## config.mk

```make
export PLATFORM = sky130hd
export DESIGN_NAME = lif_neuron_multi_dualleak_system
export DESIGN_NICKNAME = d
export VERILOG_FILES = /design/src/rtl/lif_neuron_pkg.sv /design/src/rtl/lif_param_loader.sv /design/src/rtl/lif_neuron_multi_dualleak_system.sv
export SDC_FILE = /design/constraint.sdc
export NUM_CORES = 1
export LEC_CHECK = 0
export ABC_AREA = 0
export CAP_MARGIN = 20
export CORE_UTILIZATION = 35
export DETAILED_ROUTE_END_ITERATION = 10
export PLACE_DENSITY_LB_ADDON = 0.08
export SLEW_MARGIN = 0
export SYNTH_ARGS = -nofsm -noshare
export SYNTH_HDL_FRONTEND = slang
export SYNTH_SLANG_ARGS = --single-unit
```

## constraint.sdc

```tcl
create_clock -name clk -period 10.79 [get_ports clk]
set_clock_uncertainty 0.15 [all_clocks]
set_input_delay 2.158 -clock clk [delete_from_list [all_inputs] [get_ports clk]]
set_output_delay 2.158 -clock clk [all_outputs]
set_load 0.005 [all_outputs]
```

## src/rtl/lif_neuron_pkg.sv

```systemverilog
// Shared helpers for the dual-leak LIF neuron: frame sizing, field offsets, saturation.
// Field offsets are measured from the LSB of the committed frame (refrac sits lowest).
package lif_neuron_pkg;

    typedef enum logic {
        ST_IDLE   = 1'b0,
        ST_REFRAC = 1'b1
    } neuron_state_t;

    function automatic int frame_w(input int num_ch, input int w_w, input int vmem_w,
                                   input int lcyc_w, input int ref_w);
        return num_ch * w_w + 3 * vmem_w + 2 * lcyc_w + ref_w;
    endfunction

    function automatic int off_lc2(input int ref_w);
        return ref_w;
    endfunction

    function automatic int off_lc1(input int lcyc_w, input int ref_w);
        return ref_w + lcyc_w;
    endfunction

    function automatic int off_thr(input int lcyc_w, input int ref_w);
        return ref_w + 2 * lcyc_w;
    endfunction

    function automatic int off_lr2(input int vmem_w, input int lcyc_w, input int ref_w);
        return ref_w + 2 * lcyc_w + vmem_w;
    endfunction

    function automatic int off_lr1(input int vmem_w, input int lcyc_w, input int ref_w);
        return ref_w + 2 * lcyc_w + 2 * vmem_w;
    endfunction

    function automatic int off_w(input int vmem_w, input int lcyc_w, input int ref_w);
        return ref_w + 2 * lcyc_w + 3 * vmem_w;
    endfunction

    function automatic int clamp_int(input int v, input int hi);
        if (v < 0)
            return 0;
        else if (v > hi)
            return hi;
        else
            return v;
    endfunction

endpackage

```

## src/rtl/lif_param_loader.sv

```systemverilog
// Serial config loader: shadow shift register committed atomically on the load_mode falling edge.
// Latency: new set visible the cycle after the commit edge; enable=0 freezes everything.
// No backpressure: one bit accepted per enabled load_mode cycle, extra bits flag a frame error.
module lif_param_loader #(
    parameter int FRAME_W = 48
) (
    input  logic               clk,
    input  logic               reset,
    input  logic               enable,
    input  logic               load_mode,
    input  logic               serial_data,
    output logic [FRAME_W-1:0] active_params,
    output logic               params_ready,
    output logic               frame_error
);

    localparam int CNT_W = $clog2(FRAME_W + 2);
    localparam logic [CNT_W-1:0] CNT_FULL = CNT_W'(FRAME_W);
    localparam logic [CNT_W-1:0] CNT_SAT  = CNT_W'(FRAME_W + 1);

    logic [FRAME_W-1:0] shadow;
    logic [CNT_W-1:0]   bit_cnt;
    logic               load_q;

    always_ff @(posedge clk or negedge reset) begin
        if (!reset) begin
            shadow        <= '0;
            bit_cnt       <= '0;
            load_q        <= 1'b0;
            active_params <= '0;
            params_ready  <= 1'b0;
            frame_error   <= 1'b0;
        end else if (enable) begin
            load_q <= load_mode;
            if (load_mode) begin
                shadow <= {shadow[FRAME_W-2:0], serial_data};
                if (bit_cnt != CNT_SAT)
                    bit_cnt <= bit_cnt + 1'b1;
            end else if (load_q) begin
                // Only an exact-length frame replaces the running set.
                if (bit_cnt == CNT_FULL) begin
                    active_params <= shadow;
                    params_ready  <= 1'b1;
                    frame_error   <= 1'b0;
                end else begin
                    frame_error   <= 1'b1;
                end
                shadow  <= '0;
                bit_cnt <= '0;
            end
        end
    end

endmodule

```

## src/rtl/lif_neuron_multi_dualleak_system.sv

```systemverilog
// Multi-channel dual-leak LIF neuron with refractory period and serially loaded parameters.
// Latency: 1 cycle inputs->spike_out/v_mem_out; enable=0 or no committed parameters freezes the neuron.
// No backpressure: inputs sampled every enabled cycle.
module lif_neuron_multi_dualleak_system
    import lif_neuron_pkg::*;
#(
    parameter int NUM_CH = 4,
    parameter int IN_W   = 6,
    parameter int W_W    = 3,
    parameter int VMEM_W = 8,
    parameter int LCYC_W = 4,
    parameter int REF_W  = 4
) (
    input  logic                   clk,
    input  logic                   reset,
    input  logic                   enable,
    input  logic                   input_enable,
    input  logic [NUM_CH*IN_W-1:0] chan_in,
    input  logic                   load_mode,
    input  logic                   serial_data,
    output logic                   spike_out,
    output logic [VMEM_W-1:0]      v_mem_out,
    output logic                   params_ready,
    output logic                   frame_error
);

    localparam int FRAME_W  = frame_w(NUM_CH, W_W, VMEM_W, LCYC_W, REF_W);
    localparam int SUM_W    = IN_W + W_W + $clog2(NUM_CH);
    localparam int VMAX     = (1 << VMEM_W) - 1;
    localparam int OFF_LC2  = off_lc2(REF_W);
    localparam int OFF_LC1  = off_lc1(LCYC_W, REF_W);
    localparam int OFF_THR  = off_thr(LCYC_W, REF_W);
    localparam int OFF_LR2  = off_lr2(VMEM_W, LCYC_W, REF_W);
    localparam int OFF_LR1  = off_lr1(VMEM_W, LCYC_W, REF_W);
    localparam int OFF_W    = off_w(VMEM_W, LCYC_W, REF_W);

    logic [FRAME_W-1:0] active;

    lif_param_loader #(.FRAME_W(FRAME_W)) u_loader (
        .clk           (clk),
        .reset         (reset),
        .enable        (enable),
        .load_mode     (load_mode),
        .serial_data   (serial_data),
        .active_params (active),
        .params_ready  (params_ready),
        .frame_error   (frame_error)
    );

    logic [VMEM_W-1:0] thr, lr1, lr2;
    logic [LCYC_W-1:0] lc1, lc2;
    logic [REF_W-1:0]  refrac;

    assign refrac = active[0 +: REF_W];
    assign lc2    = active[OFF_LC2 +: LCYC_W];
    assign lc1    = active[OFF_LC1 +: LCYC_W];
    assign thr    = active[OFF_THR +: VMEM_W];
    assign lr2    = active[OFF_LR2 +: VMEM_W];
    assign lr1    = active[OFF_LR1 +: VMEM_W];

    neuron_state_t     state_q, state_d;
    logic [VMEM_W-1:0] v_mem, v_d, v_next;
    logic [LCYC_W-1:0] leak_cnt, lcnt_d, lcnt_eff, period;
    logic [REF_W-1:0]  ref_cnt, ref_d;
    logic              spike_q, spike_d;
    logic              fast, fast_q, fast_d, leak_hit;
    logic [VMEM_W-1:0] rate, leak;
    logic [SUM_W-1:0]  sum;

    always_comb begin
        sum = '0;
        if (input_enable) begin
            for (int i = 0; i < NUM_CH; i++)
                sum = sum + SUM_W'(chan_in[i*IN_W +: IN_W]) * SUM_W'(active[OFF_W + i*W_W +: W_W]);
        end
    end

    // Regime is chosen from the pre-update potential; a regime switch restarts the leak period.
    assign fast     = (v_mem >= (thr >> 1));
    assign period   = fast ? lc1 : lc2;
    assign rate     = fast ? lr1 : lr2;
    assign lcnt_eff = (fast != fast_q) ? '0 : leak_cnt;
    assign leak_hit = (period == '0) ? 1'b1 : (lcnt_eff >= period - 1'b1);
    assign leak     = leak_hit ? rate : '0;
    assign v_next   = VMEM_W'(clamp_int(int'(v_mem) + int'(sum) - int'(leak), VMAX));

    always_comb begin
        state_d = state_q;
        ref_d   = ref_cnt;
        v_d     = v_mem;
        spike_d = 1'b0;
        lcnt_d  = leak_cnt;
        fast_d  = fast;
        case (state_q)
            ST_REFRAC: begin
                v_d    = '0;
                lcnt_d = '0;
                ref_d  = ref_cnt - 1'b1;
                if (ref_cnt == REF_W'(1))
                    state_d = ST_IDLE;
            end
            default: begin
                lcnt_d = leak_hit ? '0 : lcnt_eff + 1'b1;
                if (thr != '0 && v_next >= thr) begin
                    spike_d = 1'b1;
                    v_d     = '0;
                    ref_d   = refrac;
                    if (refrac != '0)
                        state_d = ST_REFRAC;
                end else begin
                    v_d = v_next;
                end
            end
        endcase
    end

    always_ff @(posedge clk or negedge reset) begin
        if (!reset) begin
            state_q  <= ST_IDLE;
            v_mem    <= '0;
            leak_cnt <= '0;
            ref_cnt  <= '0;
            spike_q  <= 1'b0;
            fast_q   <= 1'b0;
        end else if (enable && params_ready) begin
            state_q  <= state_d;
            v_mem    <= v_d;
            leak_cnt <= lcnt_d;
            ref_cnt  <= ref_d;
            spike_q  <= spike_d;
            fast_q   <= fast_d;
        end
    end

    assign spike_out = spike_q;
    assign v_mem_out = v_mem;

endmodule

```

==> results.md, run 1 <==
* Status: finished, final reports clean
* CTS tree: yes
* Remaining global-route overflow at 0
* Core Rows at 57
* Initial core utilization at 35.7%
* Critical Path AT at 10.36 ns
* Clock buffer depth at 2
* Int Pwr at 0.000801 W
* Fin crit period at 10.18 ns
* Hold path endpoint: u_loader.frame_error
* Sequential share of the synthesized area at 35.6%
* DR vias/cell at 5.15
* Antenna violations before repair at 0
* Core Area at 24400 sq um
* R2R setup slack at 2.09 ns
* H-tree Lvls at 4
* Mapped cell area at 8720 sq um
* Max cap viols at 0
* Crit path max fanout at 13
* Mapped Cells at 815
* Slew headroom at 41.4%
* HP Start: u_loader.frame_error
* Hold path depth at 1
* Leak at 4.85 nW
* Most frequent CP cell: fa_1
* Yosys warns at 0
* Clk Latency, worst-skew pair at 0.41 ns
* Worst hold-check path type: reg2reg
* Post-synth EDFFs at 0
* Total track usage at 16.4%
* Sequential Power Share at 46.5%
* Setup crit start: chan_in[13]
* Residual DRC at 0
* F_max at 98.2 MHz
* Die area at 25500 sq um
* Non-Filler Instances at 1193
* Iteration-0 DRC Markers at 251
* Setup TNS at 0 ns
* Pwr Density at 102 nW/um^2
* Slew Viols, Final at 0
* Synth unique cells at 64
* Logic pwr share at 4.5%
* Antenna-violating nets left at 0
* Reg clk slew, reported paths at 0.05 ns
* 1st-pass router iterations at 4
* Slowest cell on crit path: fa_1
* Syn avg cell area at 10.7 sq um
* Async SR Flop Fraction at 100%
* Via count at 6141
* WS Path Type: in2reg
* Placed cell count at 1163
* Final Hold Viols at 0
* RSZ-0062 raised after global routing: no
* Dpl hpwl at 15200 um
* # clock sinks at 124
* Final net count at 1015
* Chip width at 160 um
* Ant diodes at 0
* Depth of the most critical reg-to-reg path at 29
* Critical Path Max Stage Delay at 0.55 ns
* Net Switching at 0.000226 W
* Vias in the first global route at 6416
* FF-to-FF End: state_q
* Gpl congestion at 0.811
* CTS Root Cell: clkbuf_16
* Port-buffer cells at 40
* Final setup fails at 0
* Final Cycle Share at 94.4%
* Largest net degree at the start of global routing at 80
* Setup crit end kind: flip-flop
* First-pass GRT wire length at 33300 um
* Layout area overhead at 15.1%
* Sw frac at 22.0%
* Die H at 160 um
* Drt wl/cell at 16.4 um
* Synthesized flop and latch total at 124
* Peak VDD IR at 0.100 mV
* IO Count at 41
* Total CTS buffers at 17
* Share of post-route cells with drive strength above 1 at 12.5%
* Syn_nets at 971
* Worst r2r src: v_mem_out[5]
* CP Data Required Time at 10.96 ns
* Total length of routed wires at 19600 um
* Main flop type after synthesis: dfrtp_1
* Worst Max-Slew Pin Slew at 0.877 ns
* Clock share of power at 49.0%
* Startpoint types: input port
[metal layers]
layer / routed length, um / vias up / GRT usage (%)
li1: - / 2904 / -
met3: 550 / 19 / 2.70
met2: 9260 / 78 / 25.9
met4: 259 / 0 / 5.02
met1: 9530 / 3140 / 23.1
met5: 0 / - / 0
[stage by stage]
step	setup WS (ns)	util, %	instance area, sq um	hold slack [ns]	power [W]
global placement	0.0461	38.8	9470	0.332	0.000530
detailed placement	0.0468	38.8	9470	0.343	0.000532
floorplan	1.07	-	8720	0.315	0.000500
global route	0.0938	41.1	10000	0.363	0.00107
CTS	0.467	41.0	10000	0.356	0.00105
finish	0.606	41.1	10000	0.344	0.00103
[power by group through the flow]
stage	Combinational (W)	Clock [W]	Sequential [W]
2_1_floorplan	0.0000165	0	0.000484
3_3_place_gp	0.0000446	0	0.000485
5_1_grt	0.0000523	0.000541	0.000478
4_1_cts	0.0000463	0.000523	0.000477
3_5_place_dp	0.0000461	0	0.000486
6_report	0.0000464	0.000504	0.000478
[cell usage in the layout (no fill, tap or decap), types with 4 or more instances in the layout]
master and n:
nor2_1 25, nand4b_1 5, mux2i_1 13, o21ai_0 18
fa_1 63, clkinv_2 4, o221ai_1 6, xor2_1 10
nand2b_1 6, dfrtp_1 124, nand3_1 13, inv_1 109
a21oi_1 21, clkbuf_8 4, clkdlybuf4s50_1 39, a22o_1 49
buf_4 7, xnor2_1 8, ha_1 63, nand4_1 4
clkbuf_16 17, nor2b_1 4, a22oi_1 4, mux2_2 53
nor4_1 6, o211ai_1 4, nor3_1 10, and2_1 42
a211oi_1 4, o21ai_1 5, a21o_1 4, nand2_1 68
[layout make-up]
type	count	area [sq um]
clock buffers	22	484
clock inverters	7	42.5
fillers	2403	14400
inverters	109	409
multi-input cells	560	5120
flip-flops and latches	124	3100
well taps	324	405
repair buffers	47	470
[cells in the mapped netlist, types with 2 or more instances]
master,count,area [sq um]
nor2b_1,4,25.0
a211oi_1,4,30.0
fa_1,63,1260
nor3b_1,2,15.0
or2_2,2,12.5
buf_1,6,22.5
nand3b_1,3,22.5
o22ai_1,2,12.5
o21a_1,3,22.5
a2111o_1,2,22.5
o221ai_1,6,52.6
nor3_1,10,50.1
dfrtp_1,124,3100
xnor2_1,8,70.1
inv_1,109,409
nor2_1,25,93.8
a21oi_2,3,26.3
nand2_1,68,255
o211ai_1,4,30.0
nand4_1,4,25.0
ha_1,63,788
mux2i_1,13,130
a21o_1,4,30.0
and2_1,42,263
nand2b_1,6,37.5
a21oi_1,21,105
clkbuf_1,12,45.0
o31ai_1,3,22.5
o21ai_1,5,25.0
nand4b_1,5,43.8
o21bai_1,2,15.0
buf_6,2,22.5
nor4_2,2,25.0
a22o_1,49,429
a22oi_1,4,30.0
nand3_1,14,70.1
mux2_2,53,597
a221oi_1,3,26.3
xor2_1,10,87.6
nor4_1,7,43.8
o21ai_0,19,95.1
or4_1,2,15.0
[worst max-delay path: cells and delay by family]
kind | cells | cell delay [ns]
adder cells (fa/ha/maj) | 9 | 4.03
AND/OR/NAND/NOR | 6 | 1.26
XOR/XNOR | 1 | 0.13
AO/OA/AOI/OAI | 10 | 1.86
buffers and inverters | 6 | 0.92
[kinds of logic (layout without fill, tap and decap cells)]
group	count (synthesis)	after routing	share of synthesized area, %
xor+xnor	18	18	1.81
flops	124	124	35.6
fa+ha+maj	126	126	23.5
compound gates	147	147	12.6
simple gates	203	203	12.2
buf+inv	131	185	5.96
mux	66	66	8.34
[state kept, by name (all words and copies together), names as in the netlist]
register                flops
ref_cnt                     4
u_loader.params_ready       1
u_loader.frame_error        1
leak_cnt                    4
spike_out                   1
v_mem_out                   8
u_loader.bit_cnt            6
fast_q                      1
u_loader.active_params     48
u_loader.load_q             1
u_loader.shadow            48
state_q                     1
[worst max path at each step]
| stage | to | slack, ns | depth (start not counted) |
|---|---|---|---|
| 2_1_floorplan | ref_cnt[1] | 1.07 | 30 |
| 3_3_place_gp | state_q | 0.05 | 31 |
| 3_5_place_dp | state_q | 0.05 | 31 |
| 4_1_cts | state_q | 0.47 | 31 |
| 5_1_grt | state_q | 0.09 | 33 |
| 6_report | state_q | 0.61 | 32 |
[timing repair]
action | 4_1_cts | 5_1_grt
hold buffers | 0 | 0
setup buffers | 0 | 0
endpoints found under the hold margin | 0 | 0
resized for setup | 0 | 1
endpoints found under the setup margin | 0 | 1
Note: power is estimated with default switching activity, not from simulation.
==> run 2, diff against run 1 <==
--- a/config.mk
+++ b/config.mk
@@ -9,8 +9,9 @@
 export CAP_MARGIN = 20
 export CORE_UTILIZATION = 35
 export DETAILED_ROUTE_END_ITERATION = 10
+export GPL_TIMING_DRIVEN = 0
 export PLACE_DENSITY_LB_ADDON = 0.08
-export SLEW_MARGIN = 0
+export SLEW_MARGIN = 5
 export SYNTH_ARGS = -nofsm -noshare
 export SYNTH_HDL_FRONTEND = slang
 export SYNTH_SLANG_ARGS = --single-unit
==> run 2 against run 1 <==
Compared with the run above:
- combinational power down 1%
- via count up 0.36%
- clock power up 14%
- sequential power barely moved
- cell count grew 2.0%
- hold slack worse by 0.0067 ns
- cell area rose by 2.1%
- total power is 7.2% higher
- count of clock-buffer cells in the layout down 1
- non-clock buffer count is 21 higher
- global-route usage increased by 0.16 points
- die area unchanged
- largest power group unchanged
==> results.md, run 2 (synthesis results as in run 1) <==
* Status: finished, final reports clean
* Sequential Power Share at 43.4%
* Total track usage at 16.6%
* Logic pwr share at 4.2%
* Post-Place Worst Slack at -0.621 ns
* Most frequent cells in the layout: dfrtp_1 (124), inv_1 (109), nand2_1 (68), fa_1 (63), ha_1 (63)
* Dpl hpwl at 15800 um
* Register area at 3100 sq um
* Die area at 25500 sq um
* CP Data Required Time at 10.97 ns
* First-pass GRT wire length at 33800 um
* Slew Viols, Final at 0
* Largest net degree at the start of global routing at 92
* Clock buffer depth at 2
* Core Rows at 57
* Gpl congestion at 0.760
* Antenna-violating nets left at 0
* Core Area at 24400 sq um
* WS Path Type: in2reg
* Commonest non-fill, non-tap cell in the layout: dfrtp_1
* Share of post-route cells with drive strength above 1 at 13.0%
* Leak at 4.95 nW
* Placed cell count at 1180
* Via count at 6163
* Fin util at 42.0%
* Critical Path Max Stage Delay at 0.56 ns
* Final Cycle Share at 96.5%
* Remaining global-route overflow at 0
* Setup TNS at 0 ns
* Worst setup margin at 0.381 ns
* Pwr Density at 107 nW/um^2
* Startpoint types: input port
* Total length of routed wires at 19800 um
* Final net count at 1036
* # clock sinks at 124
* Multi-input logic area at 5150 sq um
* Critical Path AT at 10.59 ns
* CTS tree: yes
* CTS Root Cell: clkbuf_16
* Hold path endpoint: spike_out
* Most frequent CP cell: fa_1
* F_max at 96.1 MHz
* 1st-pass router iterations at 4
* Number of hold buffers added after cts at 0
* Net Switching at 0.000238 W
* Worst Max-Slew Pin Slew at 0.702 ns
* Final setup fails at 0
* Crit path max fanout at 7
* Setup crit end kind: flip-flop
* Peak VDD IR at 0.0988 mV
* Initial core utilization at 35.7%
* Clk Latency, worst-skew pair at 0.41 ns
* Non-Filler Instances at 1217
* Worst r2r src: u_loader.active_params[41]
* Slew headroom at 53.2%
* Vias in the first global route at 6666
* Drt wl/cell at 16.3 um
* Ant diodes at 0
* DR vias/cell at 5.06
* Int Pwr at 0.000863 W
* Port-buffer cells at 40
* Depth of the most critical reg-to-reg path at 30
* Total CTS buffers at 17
* Chip width at 160 um
* Sw frac at 21.6%
* Hold path depth at 2
* IO Count at 41
* Layout area overhead at 17.5%
* Final Hold Viols at 0
* Fin crit period at 10.41 ns
* Clock share of power at 52.5%
* Slowest cell on crit path: fa_1
* Reg clk slew, reported paths at 0.05 ns
* Die H at 160 um
* Iteration-0 DRC Markers at 269
* Max cap viols at 0
* Number of fill cells in the layout at 2401
* HP Start: spike_out
* Worst hold-check path type: reg2reg
* Antenna violations before repair at 0
* FF-to-FF End: ref_cnt[0]
* Residual DRC at 0
* R2R setup slack at 2.11 ns
* H-tree Lvls at 4
-- run 2: what timing repair did --
| action | 4_1_cts | 5_1_grt |
|---|---|---|
| gates resized for setup | 1 | 8 |
| pin swaps | 0 | 5 |
| setup buffers | 0 | 5 |
| endpoints found under the hold margin | 0 | 0 |
| setup endpoints to repair | 10 | 13 |
-- run 2: stage by stage --
step                hold WS [ns]  power [W]  instance area, sq um
finish                     0.337    0.00110                 10200
global route               0.349    0.00114                 10200
CTS                        0.339    0.00111                 10200
detailed placement         0.319   0.000532                  9550
global placement           0.323   0.000530                  9520
floorplan                  0.315   0.000500                  8720
-- run 2: final cells by class --
cell class,instances,share of cell area [%]
buffer,22,1.11
clock buffer,21,4.49
clock inverter,11,1.39
inverter,109,3.99
multi-input combinational,560,50.2
sequential,124,30.3
tap,324,3.96
timing repair buffer,46,4.55
-- run 2: per-layer routing --
layer / part of all wire (%) / wire length [um] / global-route usage (%) / vias up
met5: 0 / 0 / 0 / -
met3: 4.0 / 784 / 2.49 / 22
li1: - / - / - / 2934
met1: 46 / 9100 / 22.2 / 3121
met4: 1.5 / 293 / 4.76 / 0
met2: 49 / 9620 / 27.8 / 86
-- run 2: worst max-delay path by stage --
stage | slack, ns | end | depth (start not counted) | start
6_report | 0.38 | ref_cnt[0] | 32 | chan_in[13]
5_1_grt | -0.02 | ref_cnt[0] | 32 | chan_in[13]
4_1_cts | 0.04 | v_mem_out[2] | 32 | chan_in[13]
3_5_place_dp | -0.62 | v_mem_out[2] | 32 | chan_in[13]
3_3_place_gp | -0.57 | v_mem_out[7] | 31 | chan_in[7]
2_1_floorplan | 1.07 | ref_cnt[1] | 30 | chan_in[7]
-- run 2: power by group through the flow --
stage	sequential (W)	combinational [W]	clock, W
floorplan	0.000484	0.0000165	0
global route	0.000478	0.0000518	0.000611
global placement	0.000485	0.0000442	0
finish	0.000478	0.0000459	0.000577
detailed placement	0.000486	0.0000467	0
CTS	0.000477	0.0000468	0.000591
-- run 2: critical path, delay by kind of cell --
kind,cells,cell delay [ns]
buffers and inverters,6,0.90
AO/OA/AOI/OAI,11,2.28
multiplexers,1,0.34
AND/OR/NAND/NOR,4,0.67
adder cells (fa/ha/maj),9,4.09
XOR/XNOR,1,0.14
